--- src/rtl/lab5_controller.sv ---
// lab5_controller: instruction decode for R-type ALU ops plus sequencing of a
// fixed-latency multiply/divide unit that writes HI/LO.
module lab5_controller #(
   parameter int unsigned MULT_LAT = 4,
   parameter int unsigned DIV_LAT  = 12
) (
   input  logic       clk,
   input  logic       reset_n,
   input  logic       instr_valid,
   input  logic [5:0] op_code,
   input  logic [4:0] shift_amount,
   input  logic [5:0] function_code,
   output logic       instr_ready,
   output logic [3:0] alu_op,
   output logic [4:0] alu_shamt,
   output logic [1:0] regsel,
   output logic       regwrite,
   output logic       md_start,
   output logic       md_div,
   output logic       md_signed,
   output logic       enhilo,
   output logic       md_busy,
   output logic       illegal
);

   typedef enum logic {IDLE, BUSY} state_t;

   state_t     r_state;
   logic [3:0] r_cnt;

   logic [3:0] w_alu_op;
   logic       w_alu_fc;
   logic       w_md_fc;
   logic       w_mfhi_fc;
   logic       w_mflo_fc;
   logic       w_legal;
   logic       w_is_md;
   logic       w_is_mfhi;
   logic       w_is_mflo;
   logic       w_active;

   // Function-code decode: ALU operation select and instruction class flags
   always_comb begin
      w_alu_op  = '0;
      w_alu_fc  = 1'b0;
      w_md_fc   = 1'b0;
      w_mfhi_fc = 1'b0;
      w_mflo_fc = 1'b0;
      case (function_code)
         6'b100000, 6'b100001: begin w_alu_op = 4'b0100; w_alu_fc = 1'b1; end
         6'b100010, 6'b100011: begin w_alu_op = 4'b0101; w_alu_fc = 1'b1; end
         6'b100100:            begin w_alu_op = 4'b0000; w_alu_fc = 1'b1; end
         6'b100101:            begin w_alu_op = 4'b0001; w_alu_fc = 1'b1; end
         6'b100111:            begin w_alu_op = 4'b0010; w_alu_fc = 1'b1; end
         6'b100110:            begin w_alu_op = 4'b0011; w_alu_fc = 1'b1; end
         6'b101010:            begin w_alu_op = 4'b1100; w_alu_fc = 1'b1; end
         6'b101011:            begin w_alu_op = 4'b1101; w_alu_fc = 1'b1; end
         6'b000000:            begin w_alu_op = 4'b1000; w_alu_fc = 1'b1; end
         6'b000010:            begin w_alu_op = 4'b1001; w_alu_fc = 1'b1; end
         6'b000011:            begin w_alu_op = 4'b1010; w_alu_fc = 1'b1; end
         6'b011000, 6'b011010: begin w_alu_op = 4'b0110; w_md_fc  = 1'b1; end
         6'b011001, 6'b011011: begin w_alu_op = 4'b0111; w_md_fc  = 1'b1; end
         6'b010000:            w_mfhi_fc = 1'b1;
         6'b010010:            w_mflo_fc = 1'b1;
         default:              w_alu_op  = '0;
      endcase
   end

   assign w_legal   = (op_code == '0) & (w_alu_fc | w_md_fc | w_mfhi_fc | w_mflo_fc);
   assign w_is_md   = w_legal & w_md_fc;
   assign w_is_mfhi = w_legal & w_mfhi_fc;
   assign w_is_mflo = w_legal & w_mflo_fc;
   assign w_active  = instr_valid & reset_n;

   assign alu_op    = w_alu_op;
   assign alu_shamt = shift_amount;
   assign illegal   = w_active & ~w_legal;
   // Illegal encodings never count as HI/LO users, so they are never stalled.
   assign instr_ready = w_active & ~(md_busy & (w_is_md | w_is_mfhi | w_is_mflo));
   assign regwrite  = instr_ready & w_legal & ~w_is_md;
   assign regsel    = w_is_mfhi ? 2'b01 : (w_is_mflo ? 2'b10 : 2'b00);
   assign md_start  = instr_ready & w_is_md;
   assign md_div    = function_code[1];
   assign md_signed = ~function_code[0];
   assign md_busy   = (r_state == BUSY);
   assign enhilo    = md_busy & (r_cnt == '0);

   // Multiply/divide sequencer: count down the unit latency, release on cnt==0
   always_ff @(posedge clk or negedge reset_n) begin
      if (!reset_n) begin
         r_state <= IDLE;
         r_cnt   <= '0;
      end else begin
         case (r_state)
            IDLE: begin
               if (md_start) begin
                  r_state <= BUSY;
                  r_cnt   <= function_code[1] ? 4'(DIV_LAT - 1) : 4'(MULT_LAT - 1);
               end
            end
            BUSY: begin
               if (r_cnt != '0) r_cnt   <= r_cnt - 4'd1;
               else             r_state <= IDLE;
            end
            default: begin
               r_state <= IDLE;
               r_cnt   <= '0;
            end
         endcase
      end
   end

endmodule

--- config.mk ---
export PLATFORM = sky130hd
export DESIGN_NAME = lab5_controller
export DESIGN_NICKNAME = d
export VERILOG_FILES = /design/src/rtl/lab5_controller.sv
export SDC_FILE = /design/constraint.sdc
export NUM_CORES = 1
export LEC_CHECK = 0
export CORE_AREA = 2 2 39 41
export DETAILED_ROUTE_END_ITERATION = 10
export DIE_AREA = 0 0 41 43
export DONT_BUFFER_PORTS = 1
export PLACE_DENSITY = 0.66
export SYNTH_ARGS = -nofsm -noshare
export SYNTH_HDL_FRONTEND = slang
export SYNTH_SLANG_ARGS = --single-unit
--- constraint.sdc ---
create_clock -name clk -period 7 [get_ports clk]
set_clock_uncertainty 0.05 [all_clocks]
set_input_delay 1.75 -clock clk [delete_from_list [all_inputs] [get_ports clk]]
set_output_delay 1.75 -clock clk [all_outputs]
set_load 0.05 [all_outputs]
* Yosys cells after proc, flatten, opt, wreduce, memory -nomap -nowiden
Cells that the tools add are included.
Widths: inputs -> output; s select.
** Storage, ports and cells
- Logic and storage cells :: 70
- Bits in read-only memories :: 0
- Bits in writable memories :: 0
- Latch bits :: 0
- Output and inout port bits :: 19
- Memories kept :: 0
- Flip-flop bits (word level) :: 5
** Operators by class
- Bitwise gates (word level) :: 22
- Shifts and indexed selects :: 0
- Equality and inequality tests :: 20
- Add/sub/neg operators :: 1
- Reductions and logical operators :: 11
- Multipliers :: 0
- Order comparisons :: 0
- Mux-type cells :: 14
- Div/mod/pow operators :: 0
** Operator list (count)
- $eq 6x6->1 const B :: 10
- $pmux 4 s12 :: 1
- $eq 6x5->1 const B :: 6
- $reduce_or 13->1 :: 1
- $and 1x1->1 :: 12
- $eq 6x2->1 const B :: 2
- $logic_not 6->1 :: 2
- $mux 4 :: 3
- $pmux 4 s2 :: 1
- $reduce_or 2->1 :: 4
- $mux 1 :: 6
- $not 1->1 :: 5
- $or 1x1->1 :: 5
- $logic_not 4->1 :: 1
- $mux 2 :: 2
- $reduce_bool 4->1 :: 1
- $reduce_or 4->1 :: 1
- $sub 4x1->4 const B :: 1
- $ne 2x1->1 const B :: 1
- $ne 2x2->1 const B :: 1
- $pmux 1 s2 :: 1
- $reduce_and 2->1 :: 1

* Depth between registers and ports, before layout
Gate-level depths: netlist of run 1.
- Word-level depth :: 16
- Gate-level depth with buffers :: 6
- Depth with buffers taken out :: 6

* Worst setup path before layout of run 1
Ideal clock, no wire load.
- Kind :: input-to-output
- From :: input port op_code[1]
- To :: output port regwrite
- Data arrival time :: 4.883 ns
- Stages :: 4
- Slack :: 0.317 ns
- Path buffers :: 0
- Required time :: 5.200 ns
- Cells stage by stage :: or4_4 -> nor2_1 -> nand2_1 -> a2111oi_0
** Between the ends
- Longest elaborated chain between the ends :: 10
- Elaborated cells between the ends (all ways) :: 13
** Ends and longest elaborated chain
- start, declared :: line 10 : input logic [5:0] op_code,
- $logic_not 6->1 (*) :: line 69 : assign w_legal = (op_code == '0) & (w_alu_fc | w_md_fc | w_mfhi_fc | w_mflo_fc);
- $and 1x1->1 (*) :: line 69
- $and 1x1->1, on equally long branches :: line 70, 71
- $or 1x1->1 (2 in a row) :: line 79 : assign instr_ready = w_active & ~(md_busy & (w_is_md | w_is_mfhi | w_is_mflo));
- $and 1x1->1 :: line 79
- $not 1->1 :: line 79
- $and 1x1->1 :: line 79
- $and 1x1->1 :: line 80 : assign regwrite = instr_ready & w_legal & ~w_is_md;
- $and 1x1->1 (*) :: line 80
- end, declared :: line 17 : output logic regwrite,
Mark *: on every way between the ends. The rest lies on a longest branch, timed or not.

* Worst setup path in the final report of run 1
- From :: input port op_code[1]
- To :: output port md_start
** Between the ends
- Longest elaborated chain between the ends :: 9
- Elaborated cells between the ends (all ways) :: 11
** Ends and longest elaborated chain
- $logic_not 6->1 (*) :: line 69
- $and 1x1->1 (*) :: line 69
- $and 1x1->1, on equally long branches :: line 70, 71
- $or 1x1->1 (2 in a row) :: line 79
- $and 1x1->1 :: line 79
- $not 1->1 :: line 79
- $and 1x1->1 :: line 79
- $and 1x1->1 (*) :: line 82 : assign md_start = instr_ready & w_is_md;
- end, declared :: line 18 : output logic md_start,
Marked as above.

==> flow_metrics.py, run 1 <==
metrics = {
    "synthesis": {
        "ys_top_cells_by_area": "dfrtp_1, buf_4, inv_1",
        "synth_cells": 78,
        "synth_most_common_cell": "inv_1",
        "syn-num-nets": 99,
        "synth_top_area_share_pct": 21.1,
        "synthDistinctLibCells": 35,
        "async_reset_ff_share_pct": 100,
        "ys_ff_latch": 5,
        "avgSynthCellArea_sq_um": 7.60,
        "synth_edf_count": 0,
        "yosysWarnings": 0,
        "ys.flop_type": "dfrtp_1",
        "syn-cell-area_sq_um": 593,
        "ys_seq_area_share_pct": 21.1,
        "synthTopCellsByCount": "inv_1, nor2_1, buf_4",
        "synth_top_area_cell": "dfrtp_1",
    },
    "clock_network": {
        "htreeDepth": 1,
        "clockBufferDepth": 2,
        "cts_num_sinks": 5,
        "cts.clk_slew.worst_paths_ns": 0.04,
        "tritoncts": "done",
        "clock_latency_ns": 0.24,
        "cts_inserted_buffers": 3,
        "root_buffer": "clkbuf_4",
        "cts_resized": 0,
        "cts_setup_buffers": 0,
        "hold_buffers": 0,
    },
    "global_routing": {
        "overflow": 0,
        "grt_pass1_vias": 498,
        "grt.total_usage_pct": 15.4,
        "grt_pass1_wl_um": 1860,
        "grt_start_max_net_pins": 14,
        "grt_antenna_before_repair": 0,
    },
    "route": {
        "drt_iter0_markers": 12,
        "num_vias": 540,
        "dr.pass1.iters": 4,
        "wire_per_inst_um": 13.7,
        "remaining_drc_errors": 0,
        "ant_nets": 0,
        "wirelength_um": 1230,
        "via_per_inst": 6.00,
    },
    "outcome": {
        "status": "finished clean",
    },
    "floorplan": {
        "die_w_um": 41,
        "pin_count": 39,
        "die-area_sq_um": 1760,
        "rows": 14,
        "initial_core_util_pct": 42.9,
        "die_y_um": 43,
        "core_area_sq_um": 1380,
    },
    "sta": {
        "hold_viol": 0,
        "finalCritPeriodShare_pct": 75.8,
        "slew_headroom_pct": 23.2,
        "fin_crit_ns": 5.31,
        "finalMaxSlewViolations": 0,
        "fmax_mhz": 188,
        "tns_ns": 0,
        "tightest_slew_ns": 1.15,
        "rsz0062_at_grt": "false",
        "setup_viol": 0,
    },
    "worst_setup_path": {
        "startpoint_type": "input pin",
        "r2r-start": "md_busy$_DFF_PN0_",
        "crit_required_ns": 5.20,
        "reg2reg_slack_ns": 5.28,
        "r2r-end": "r_cnt[0]$_DFFE_PN0P_",
        "critPathMaxStageDelay_ns": 0.69,
        "r2r_cells": 2,
        "crit_family": "simple AND/OR/NAND/NOR gates",
        "end_kind": "output port",
        "critPathArrivalTime_ns": 3.51,
        "critical_path.most_common_cell": "or4_4",
        "crit_slowest_cell": "nor2_1",
        "crit_type": "in -> out",
        "crit_fanout": 5,
        "cp_cell_sequence": "or4_4, or4_4, nor2_1",
        "worst-path-buf-inv": 0,
    },
    "cells_and_area": {
        "fin_util_pct": 43.1,
        "syn_to_final_growth_pct": 0.633,
        "nNetsFinal": 96,
        "final_layout_size_suffix_gt1_share_pct": 16.2,
        "antenna_cells": 0,
    },
    "place": {
        "dp_hpwl_um": 1010,
        "gp_congestion": 0.757,
        "io_buffers": 0,
    },
    "worst_hold_path": {
        "holdPathEnd": "r_cnt[1]$_DFFE_PN0P_",
        "hp-start": "r_cnt[1]$_DFFE_PN0P_",
        "holdCritPathClass": "reg -> reg",
        "hold_path_depth": 1,
    },
    "pwr": {
        "peakVddDrop_mv": 0.0559,
        "power.density_nw_per_um2": 137,
        "power_leakage_nw": 0.261,
    },
    "run": {
        "drv_cap": 0,
    },
}
[worst max path at each step]
stage	from	endpoint	slack [ns]	cells after the start
after global placement	op_code[1]	md_start	1.69	3
after CTS	op_code[1]	md_start	1.69	3
after floorplan	op_code[1]	regwrite	0.32	4
after global routing	op_code[1]	md_start	1.66	3
after detailed placement	op_code[1]	md_start	1.69	3
final	op_code[1]	md_start	1.69	3
[layer usage]
layer	share of wire, %	vias to the layer above	GRT usage, %	routed length (um)
met2	50	21	24.4	611
met1	40	249	16.9	497
li1	-	268	-	-
met5	0	-	0	0
met4	1.8	0	12.0	22
met3	8.1	2	2.62	100
[flip-flops by register name, summed over array words and instances (netlist names)]
signal / cells
md_busy: 1
r_cnt: 4
[power breakdown]
group,switching (mW),total (mW),internal [mW]
Sequential,0.000134,0.0293,0.0292
Clock,0.0121,0.0337,0.0216
Combinational,0.0134,0.0187,0.00528
Total,0.0256,0.0817,0.0560
[worst register-to-register path, stage by stage (launching register included)]
cell and delay [ns]:
dfrtp_1 0.88, o21ai_1 0.33, mux2_2 0.34
[layout make-up]
| cell class | instances | area, sq um |
|---|---|---|
| multi-input cells | 54 | 380 |
| fillers | 146 | 787 |
| inverters | 10 | 37.5 |
| well taps | 16 | 20.0 |
| repair buffers | 1 | 7.51 |
| clock buffers | 4 | 26.3 |
| flip-flops and latches | 5 | 125 |
[cells by family after synthesis]
family                   share of synthesized area, %
AO/OA/AOI/OAI                                    26.2
adder cells (fa/ha/maj)                          2.11
buffers and inverters                            16.7
flip-flops                                       21.1
multiplexers                                     5.49
AND/OR/NAND/NOR                                  28.5
[placed cells by master, fill, tap and decap left out, types with 2 or more instances in the layout]
cell type,n
a21oi_1,3
a31oi_1,2
a32oi_1,2
clkbuf_4,3
dfrtp_1,5
inv_1,10
mux2_2,2
nand2_1,6
nand2b_1,4
nor2_1,9
o21ai_1,2
o22ai_1,2
or4_4,2
[metrics by stage]
step	cell area (sq um)	power (mW)	hold slack (ns)	setup slack (ns)	cells
floorplan	593	0.0565	0.426	0.317	78
global placement	571	0.0482	0.442	1.69	86
detailed placement	571	0.0485	0.452	1.69	86
CTS	597	0.0833	0.461	1.69	90
global route	597	0.0859	0.490	1.66	90
finish	597	0.0817	0.454	1.69	90
Power figures use the tool's default switching activity.
==> run 2, diff against run 1 <==
Settings changed: PLACE_DENSITY 0.66 to 0.68.
Clock period 7 ns to 4.7 ns, I/O delays scaled along.
==> run 2 against run 1 <==
Combinational power is 63% higher; register-to-register slack worse by 2.3 ns; sequential power is 49% higher; setup slack worse by 0.79 ns; power is 49% higher; critical path depth is 1 higher; core utilization is 3.3 points higher; global-route usage is 1.3 points higher; non-clock buffer count is 6 higher; first-iteration DRC count is 33% higher; largest power group unchanged.
==> flow_metrics.py, run 2 (synthesis gave the netlist of run 1 again) <==
metrics = {
    "worst_setup_path": {
        "crit_type": "in -> out",
        "end_kind": "output port",
        "crit_fanout": 5,
        "crit_required_ns": 3.47,
        "critPathMaxStageDelay_ns": 0.54,
        "cp_cell_sequence": "or4_4, or4_4, nor2_1, buf_4",
        "worst-path-buf-inv": 1,
        "critical_path.most_common_cell": "or4_4",
        "crit_family": "simple AND/OR/NAND/NOR gates",
        "startpoint_type": "input pin",
        "crit_slowest_cell": "or4_4",
        "critPathArrivalTime_ns": 2.57,
    },
    "route": {
        "dr.pass1.iters": 4,
        "num_vias": 561,
        "remaining_drc_errors": 0,
        "wire_per_inst_um": 13.3,
        "drt_iter0_markers": 16,
        "ant_nets": 0,
        "via_per_inst": 5.84,
        "wirelength_um": 1270,
    },
    "global_routing": {
        "overflow": 0,
        "grt.total_usage_pct": 16.7,
        "grt_pass1_wl_um": 2040,
        "grt_start_max_net_pins": 14,
        "grt_pass1_vias": 487,
        "grt_antenna_before_repair": 0,
    },
    "clock_network": {
        "tritoncts": "done",
        "cts_num_sinks": 5,
        "root_buffer": "clkbuf_4",
        "hold_buffers": 0,
        "clockBufferDepth": 2,
        "clock_latency_ns": 0.24,
        "cts_resized": 0,
        "cts.clk_slew.worst_paths_ns": 0.04,
        "cts_setup_buffers": 0,
        "htreeDepth": 1,
        "cts_inserted_buffers": 3,
    },
    "floorplan": {
        "rows": 14,
        "core_area_sq_um": 1380,
        "die_w_um": 41,
        "pin_count": 39,
        "die-area_sq_um": 1760,
        "die_y_um": 43,
        "initial_core_util_pct": 42.9,
    },
    "cells_and_area": {
        "fin_area_sq_um": 642,
        "top_register": "r_cnt",
        "antenna_cells": 0,
        "final_layout_size_suffix_gt1_share_pct": 22.5,
        "fillers": 143,
        "syn_to_final_growth_pct": 8.23,
        "largest_reg_flops": 4,
        "final_cells": 96,
        "final_cell_mix": "inv_1, nor2_1, buf_4",
        "multi_input_area_sq_um": 380,
        "nNetsFinal": 102,
        "seq_area_sq_um": 125,
        "mostFrequentLayoutCell": "inv_1",
    },
    "place": {
        "io_buffers": 0,
        "gp_congestion": 0.713,
        "placed_area_sq_um": 616,
        "dp_hpwl_um": 1020,
        "place_inst": 92,
    },
    "sta": {
        "tightest_slew_ns": 0.968,
        "fmax_mhz": 263,
        "fin_crit_ns": 3.80,
        "hold_viol": 0,
        "setup_viol": 0,
        "tns_ns": 0,
        "timing.hold.ws_ns": 0.455,
        "finalMaxSlewViolations": 0,
        "rsz0062_at_grt": "false",
        "finalCritPeriodShare_pct": 80.8,
        "slew_headroom_pct": 35.0,
    },
    "pwr": {
        "swShare_pct": 30.2,
        "p_int_uw": 85.1,
        "peakVddDrop_mv": 0.0759,
        "power.share.clock_pct": 39.2,
        "combPwrFrac_pct": 24.9,
        "power_leakage_nw": 0.293,
        "total_power_uw": 122,
        "power.density_nw_per_um2": 190,
        "pwr-share-seq_pct": 35.8,
        "switchingPower_uw": 36.8,
    },
    "run": {
        "drv_cap": 0,
    },
    "worst_hold_path": {
        "holdCritPathClass": "reg -> reg",
    },
    "outcome": {
        "status": "finished clean",
    },
}
-- run 2: changes by cell type in the layout (fill, tap and decap cells not counted), sizes merged --
cell | before | now
buf | 1 | 7
-- run 2: final timing paths --
check / startpoint / endpoint / slack, ns / cells after the start
setup / recovery: op_code[1] / md_start / 0.90 / 4
hold / removal: r_cnt[1]$_DFFE_PN0P_ / r_cnt[1]$_DFFE_PN0P_ / 0.46 / 1
setup reg to reg: md_busy$_DFF_PN0_ / r_cnt[0]$_DFFE_PN0P_ / 3.01 / 2
hold reg to reg: r_cnt[1]$_DFFE_PN0P_ / r_cnt[1]$_DFFE_PN0P_ / 0.46 / 1
max in group asynchronous: reset_n / r_cnt[1]$_DFFE_PN0P_ / 3.95 / 0
min in group asynchronous: reset_n / md_busy$_DFF_PN0_ / 0.58 / 0
-- run 2: power groups by stage --
stage / Combinational (mW) / Sequential, mW / Clock (mW)
2_1_floorplan: 0.0403 / 0.0442 / 0
3_3_place_gp: 0.0295 / 0.0443 / 0
3_5_place_dp: 0.0302 / 0.0443 / 0
4_1_cts: 0.0303 / 0.0437 / 0.0500
5_1_grt: 0.0325 / 0.0436 / 0.0544
6_report: 0.0304 / 0.0437 / 0.0478
-- run 2: routing by layer --
layer  wire [um]  track usage, %  vias up
met5           0               0        -
met4           0            8.00        0
met3          69            3.66        0
met2         643            26.3       22
met1         562            20.4      262
li1            -               -      277
-- run 2: metrics by stage --
step                worst slack (ns)  util [%]
finish                         0.904      46.4
global route                   0.854      46.4
detailed placement             0.900      44.5
floorplan                      0.542         -
CTS                            0.901      46.4
global placement               0.910      44.5
-- run 2: area by class of cell --
type                    count  area share [%]
clock buffers               4            4.09
well taps                  16            3.12
repair buffers              7            8.19
flip-flops and latches      5            19.5
multi-input cells          54            59.3
inverters                  10            5.85
-- run 2: worst reg2reg max path, cell delays in order (launching register included) --
cell     delay [ns]
dfrtp_1        0.88
o21ai_1        0.31
mux2_2         0.34
==> run 3, diff against run 2 <==
Settings changed: PLACE_DENSITY 0.68 to 0.66.
Clock period 4.7 ns to 3.8 ns, I/O delays scaled along.
==> run 3 against run 2 <==
Clock-buffer cell count is the same; cell count grew 4.2%; worst hold slack lost 0.11 ns; flip-flop and latch count is the same; non-clock buffer count grew 4; critical path depth is the same; critical endpoint unchanged; highest routed layer is now met4.
==> flow_metrics.py, run 3 (synthesis gave the netlist of run 1 again) <==
metrics = {
    "route": {
        "wl_met1_um": 527,
        "remaining_drc_errors": 0,
        "num_vias": 599,
        "met2_wirelength_um": 665,
        "wl_met3_um": 107,
        "top_layer": "met4",
        "dr.pass1.iters": 5,
        "wire_per_inst_um": 13.4,
        "drt_iter0_markers": 15,
        "wirelength_um": 1340,
        "via_per_inst": 5.99,
        "ant_nets": 0,
    },
    "worst_setup_path": {
        "critPathArrivalTime_ns": 2.32,
        "critical_path.most_common_cell": "or4_4",
        "critPathMaxStageDelay_ns": 0.54,
        "crit_slowest_cell": "or4_4",
        "crit_fanout": 5,
        "cp_cell_sequence": "or4_4, or4_4, nor2_1, buf_4",
        "crit_family": "simple AND/OR/NAND/NOR gates",
        "worst-path-buf-inv": 1,
        "end_kind": "output port",
        "crit_type": "in -> out",
        "crit_required_ns": 2.80,
        "startpoint_type": "input pin",
    },
    "cells_and_area": {
        "final_cell_mix": "buf_4, inv_1, nor2_1",
        "seq_area_sq_um": 125,
        "multi_input_area_sq_um": 380,
        "mostFrequentLayoutCell": "buf_4",
        "fin_area_sq_um": 672,
        "top_register": "r_cnt",
        "largest_reg_flops": 4,
        "nNetsFinal": 106,
        "final_layout_size_suffix_gt1_share_pct": 26.2,
        "fillers": 140,
        "antenna_cells": 0,
        "syn_to_final_growth_pct": 13.3,
    },
    "clock_network": {
        "htreeDepth": 1,
        "cts_num_sinks": 5,
        "hold_buffers": 0,
        "clock_latency_ns": 0.25,
        "cts_setup_buffers": 0,
        "tritoncts": "done",
        "root_buffer": "clkbuf_4",
        "cts_inserted_buffers": 3,
        "clockBufferDepth": 2,
        "cts_resized": 0,
        "cts.clk_slew.worst_paths_ns": 0.05,
    },
    "floorplan": {
        "die-area_sq_um": 1760,
        "core_area_sq_um": 1380,
        "pin_count": 39,
        "rows": 14,
        "initial_core_util_pct": 42.9,
        "die_w_um": 41,
        "die_y_um": 43,
    },
    "sta": {
        "fmax_mhz": 301,
        "rsz0062_at_grt": "false",
        "tightest_slew_ns": 0.840,
        "fin_crit_ns": 3.32,
        "tns_ns": 0,
        "finalMaxSlewViolations": 0,
        "setup_viol": 0,
        "finalCritPeriodShare_pct": 87.5,
        "slew_headroom_pct": 43.7,
        "hold_viol": 0,
        "setup_slack_ns": 0.476,
    },
    "place": {
        "dp_hpwl_um": 1080,
        "placed_area_sq_um": 646,
        "pre_cts_ws_ns": 0.476,
        "gp_congestion": 0.683,
        "io_buffers": 0,
    },
    "pwr": {
        "swShare_pct": 31.8,
        "switchingPower_uw": 50.1,
        "power.share.clock_pct": 40.9,
        "p_int_uw": 107,
        "power_leakage_nw": 0.314,
        "power.density_nw_per_um2": 234,
        "pwr-share-seq_pct": 34.3,
        "peakVddDrop_mv": 0.0924,
        "total_power_uw": 157,
        "combPwrFrac_pct": 24.9,
    },
    "global_routing": {
        "grt.total_usage_pct": 18.6,
        "grt_pass1_wl_um": 2290,
        "grt_antenna_before_repair": 0,
        "grt_start_max_net_pins": 14,
        "grt_pass1_vias": 588,
        "overflow": 0,
    },
    "worst_hold_path": {
        "holdCritPathClass": "in -> async",
    },
    "run": {
        "drv_cap": 0,
    },
    "outcome": {
        "status": "finished clean",
    },
}
==> run 3: changes by cell type in the layout (fill, tap and decap cells not counted), sizes merged <==
cell / change
buf: +4
==> run 3: final cells by class <==
cell class,count,share of cell area (%)
multi-input combinational,54,56.6
clock buffer,4,3.91
timing repair buffer,11,12.3
inverter,10,5.59
sequential,5,18.6
tap,16,2.98
==> run 3: routing by layer <==
| layer | global-route usage (%) | up-vias |
|---|---|---|
| met1 | 20.1 | 275 |
| met3 | 4.19 | 5 |
| met2 | 30.3 | 28 |
| met4 | 12.0 | 0 |
| met5 | 0 | - |
| li1 | - | 291 |
==> run 3: power by group through the flow <==
stage | Sequential, mW | Clock (mW) | Combinational [mW]
after floorplan | 0.0547 | 0 | 0.0498
after global placement | 0.0547 | 0 | 0.0387
after detailed placement | 0.0548 | 0 | 0.0392
after CTS | 0.0540 | 0.0660 | 0.0394
after global routing | 0.0539 | 0.0689 | 0.0426
final | 0.0540 | 0.0643 | 0.0392
==> run 3: per-stage QoR <==
stage	std cells	utilization, %	hold WS [ns]
detailed placement	96	46.7	0.445
floorplan	78	-	0.426
global placement	96	46.7	0.438
CTS	100	48.6	0.338
finish	100	48.6	0.342
global route	100	48.6	0.334
==> run 3: final timing paths <==
check	startpoint	to	slack [ns]	depth (start not counted)
worst max-delay path	op_code[1]	md_start	0.48	4
worst min-delay path	reset_n	r_cnt[3]$_DFFE_PN0P_	0.34	0
worst max register to register	r_cnt[0]$_DFFE_PN0P_	r_cnt[0]$_DFFE_PN0P_	2.17	6
worst min register to register	r_cnt[1]$_DFFE_PN0P_	r_cnt[1]$_DFFE_PN0P_	0.46	1
max in group asynchronous	reset_n	md_busy$_DFF_PN0_	3.28	0
min in group clk	r_cnt[1]$_DFFE_PN0P_	r_cnt[1]$_DFFE_PN0P_	0.46	1
==> edit (config.mk and constraints of run 3) <==
Make the reset (`reset_n`) synchronous in one clocked block.
--- a/src/rtl/lab5_controller.sv
+++ b/src/rtl/lab5_controller.sv
@@ -87,5 +87,5 @@
 
    // Multiply/divide sequencer: count down the unit latency, release on cnt==0
-   always_ff @(posedge clk or negedge reset_n) begin
+   always_ff @(posedge clk) begin
       if (!reset_n) begin
          r_state <= IDLE;
Function: differs if reset_n is asserted again (counterexample within 4 cycles, from zero or initial values and one cycle with reset_n low); with reset_n held inactive, the same outputs for 10 cycles.
==> edit against run 3 <==
Worst setup slack better by 0.32 ns. Non-clock buffer count shrank 4. Register-to-register slack worse by 0.37 ns. Die area did not move. Sequential cell count did not move. Area after synthesis is 8.2% higher. Core utilization decreased by 1.3 points. Via count down 1.5%. Wire length down 0.75%. Power fell by 4.6%. Final cell count decreased by 1.0%. Synthesized cell count grew 7.7%. Final area is 2.6% lower. Critical path type unchanged.
==> edit: results <==
set metrics [dict create \
    synth_commonest_cells "8 x buf_4, 6 x nor2_1" \
    hpwl_mm 1.10 \
    drt_iter0_drc 3 \
    worst_path_max_delay_cell "nor4_4" \
    r2r-start "md_busy$_SDFF_PN0_" \
    nets 105 \
    hold_path.class "reg -> reg" \
    via_per_inst 5.96 \
    cts.clk_slew.worst_paths_ns 0.04 \
    placed_area_um2 628 \
    p_leak_uw 0.000260 \
    grtUsageMet3 0.0314 \
    grt.total_usage 0.169 \
    wl_met1_um 504 \
    drive_above_1_share 0.229 \
    numPortBuffers 0 \
    largest-register "r_cnt" \
    grt_pass1_wl_mm 2.02 \
    maxCapViolations 0 \
    synthDistinctLibCells 40 \
    met2_usage 0.284 \
    drt_pre_antenna_iters 2 \
    crit_arrival_ns 2.01 \
    syn_avg_cell_area_um2 7.64 \
    top_usage_layer "met2" \
    gp_congestion 0.674 \
    worst_slew_pin_slew_ns 0.822 \
    synthFlopType "dfxtp_1" \
    wl_met3_um 101 \
    reg2reg_to "r_cnt[0]$_SDFFE_PN0P_" \
    fin_cells 99 \
    rrSetupSlack_ns 1.80 \
    routed_wl_mm 1.33 \
    met1_usage 0.167 \
    cts_max_level 1 \
    status "finished, final reports clean" \
    synth-async-reset-ratio 0 \
    dp_cells 95 \
    irDropWorstVdd_mv 0.177 \
    ff2ff_path_depth 5 \
    ys_top_cells_by_area "dfxtp_1 16%, buf_4 9.4%, a41oi_4 4.3%" \
    yosysSeqAreaShare 0.156 \
    grt_start_max_net_pins 13 \
    path_max_fanout 3 \
    grt_pass1_vias 543 \
    wl_met2_um 709 \
    min-delay-start "r_cnt[2]$_SDFFE_PN0P_" \
    cpPeakStageDelay_ns 0.34 \
]
-- edit: cell types whose count changed in the layout (fill, tap and decap cells not counted), moves of 3 or more --
cell and delta:
nand3_1 +4, o21ai_0 +3, nor2_1 -3, dfxtp_1 +5
dfrtp_1 -5, buf_4 -4, inv_1 -5
-- edit: cell families after synthesis --
family          Yosys count  synth area share
compound gates           21             0.263
xor+xnor                  1            0.0136
fa+ha+maj                 1            0.0195
buf+inv                  19             0.185
flops                     5             0.156
mux                       1            0.0156
simple gates             36             0.347
-- edit: final cells by class --
cell class | instances | area [um^2]
multi-input cells | 60 | 429
repair buffers | 7 | 52.6
flip-flops and latches | 5 | 100
fillers | 144 | 729
well taps | 16 | 20.0
inverters | 7 | 26.3
clock buffers | 4 | 26.3
-- edit: worst max-delay path by stage --
stage               slack [ns]  cells after the start          end              from
floorplan                 0.25                      5    alu_op[0]  function_code[3]
global placement          0.82                      4  instr_ready        op_code[3]
detailed placement        0.78                      4  instr_ready        op_code[3]
CTS                       0.79                      4  instr_ready        op_code[3]
global route              0.69                      4  instr_ready        op_code[3]
finish                    0.79                      4  instr_ready        op_code[3]
-- edit: report_power, final --
| part | switching (uW) | internal [uW] |
|---|---|---|
| combinational | 24.4 | 12.3 |
| clock | 21.3 | 39.7 |
| sequential | 0.0450 | 52.7 |
-- edit: through the flow --
step                      total power, uW  worst slack, ns  hold WS (ns)
final                                 150            0.793         0.469
after global routing                  158            0.694         0.490
after CTS                             154            0.786         0.473
after detailed placement             90.3            0.784         0.467
after global placement               89.8            0.822         0.454
after floorplan                       108            0.247         0.428
-- edit: worst max-delay path, delay by kind of cell --
family / cells / cell delay (ns)
buffers and inverters: 1 / 0.28
AO/OA/AOI/OAI: 1 / 0.28
AND/OR/NAND/NOR: 2 / 0.49
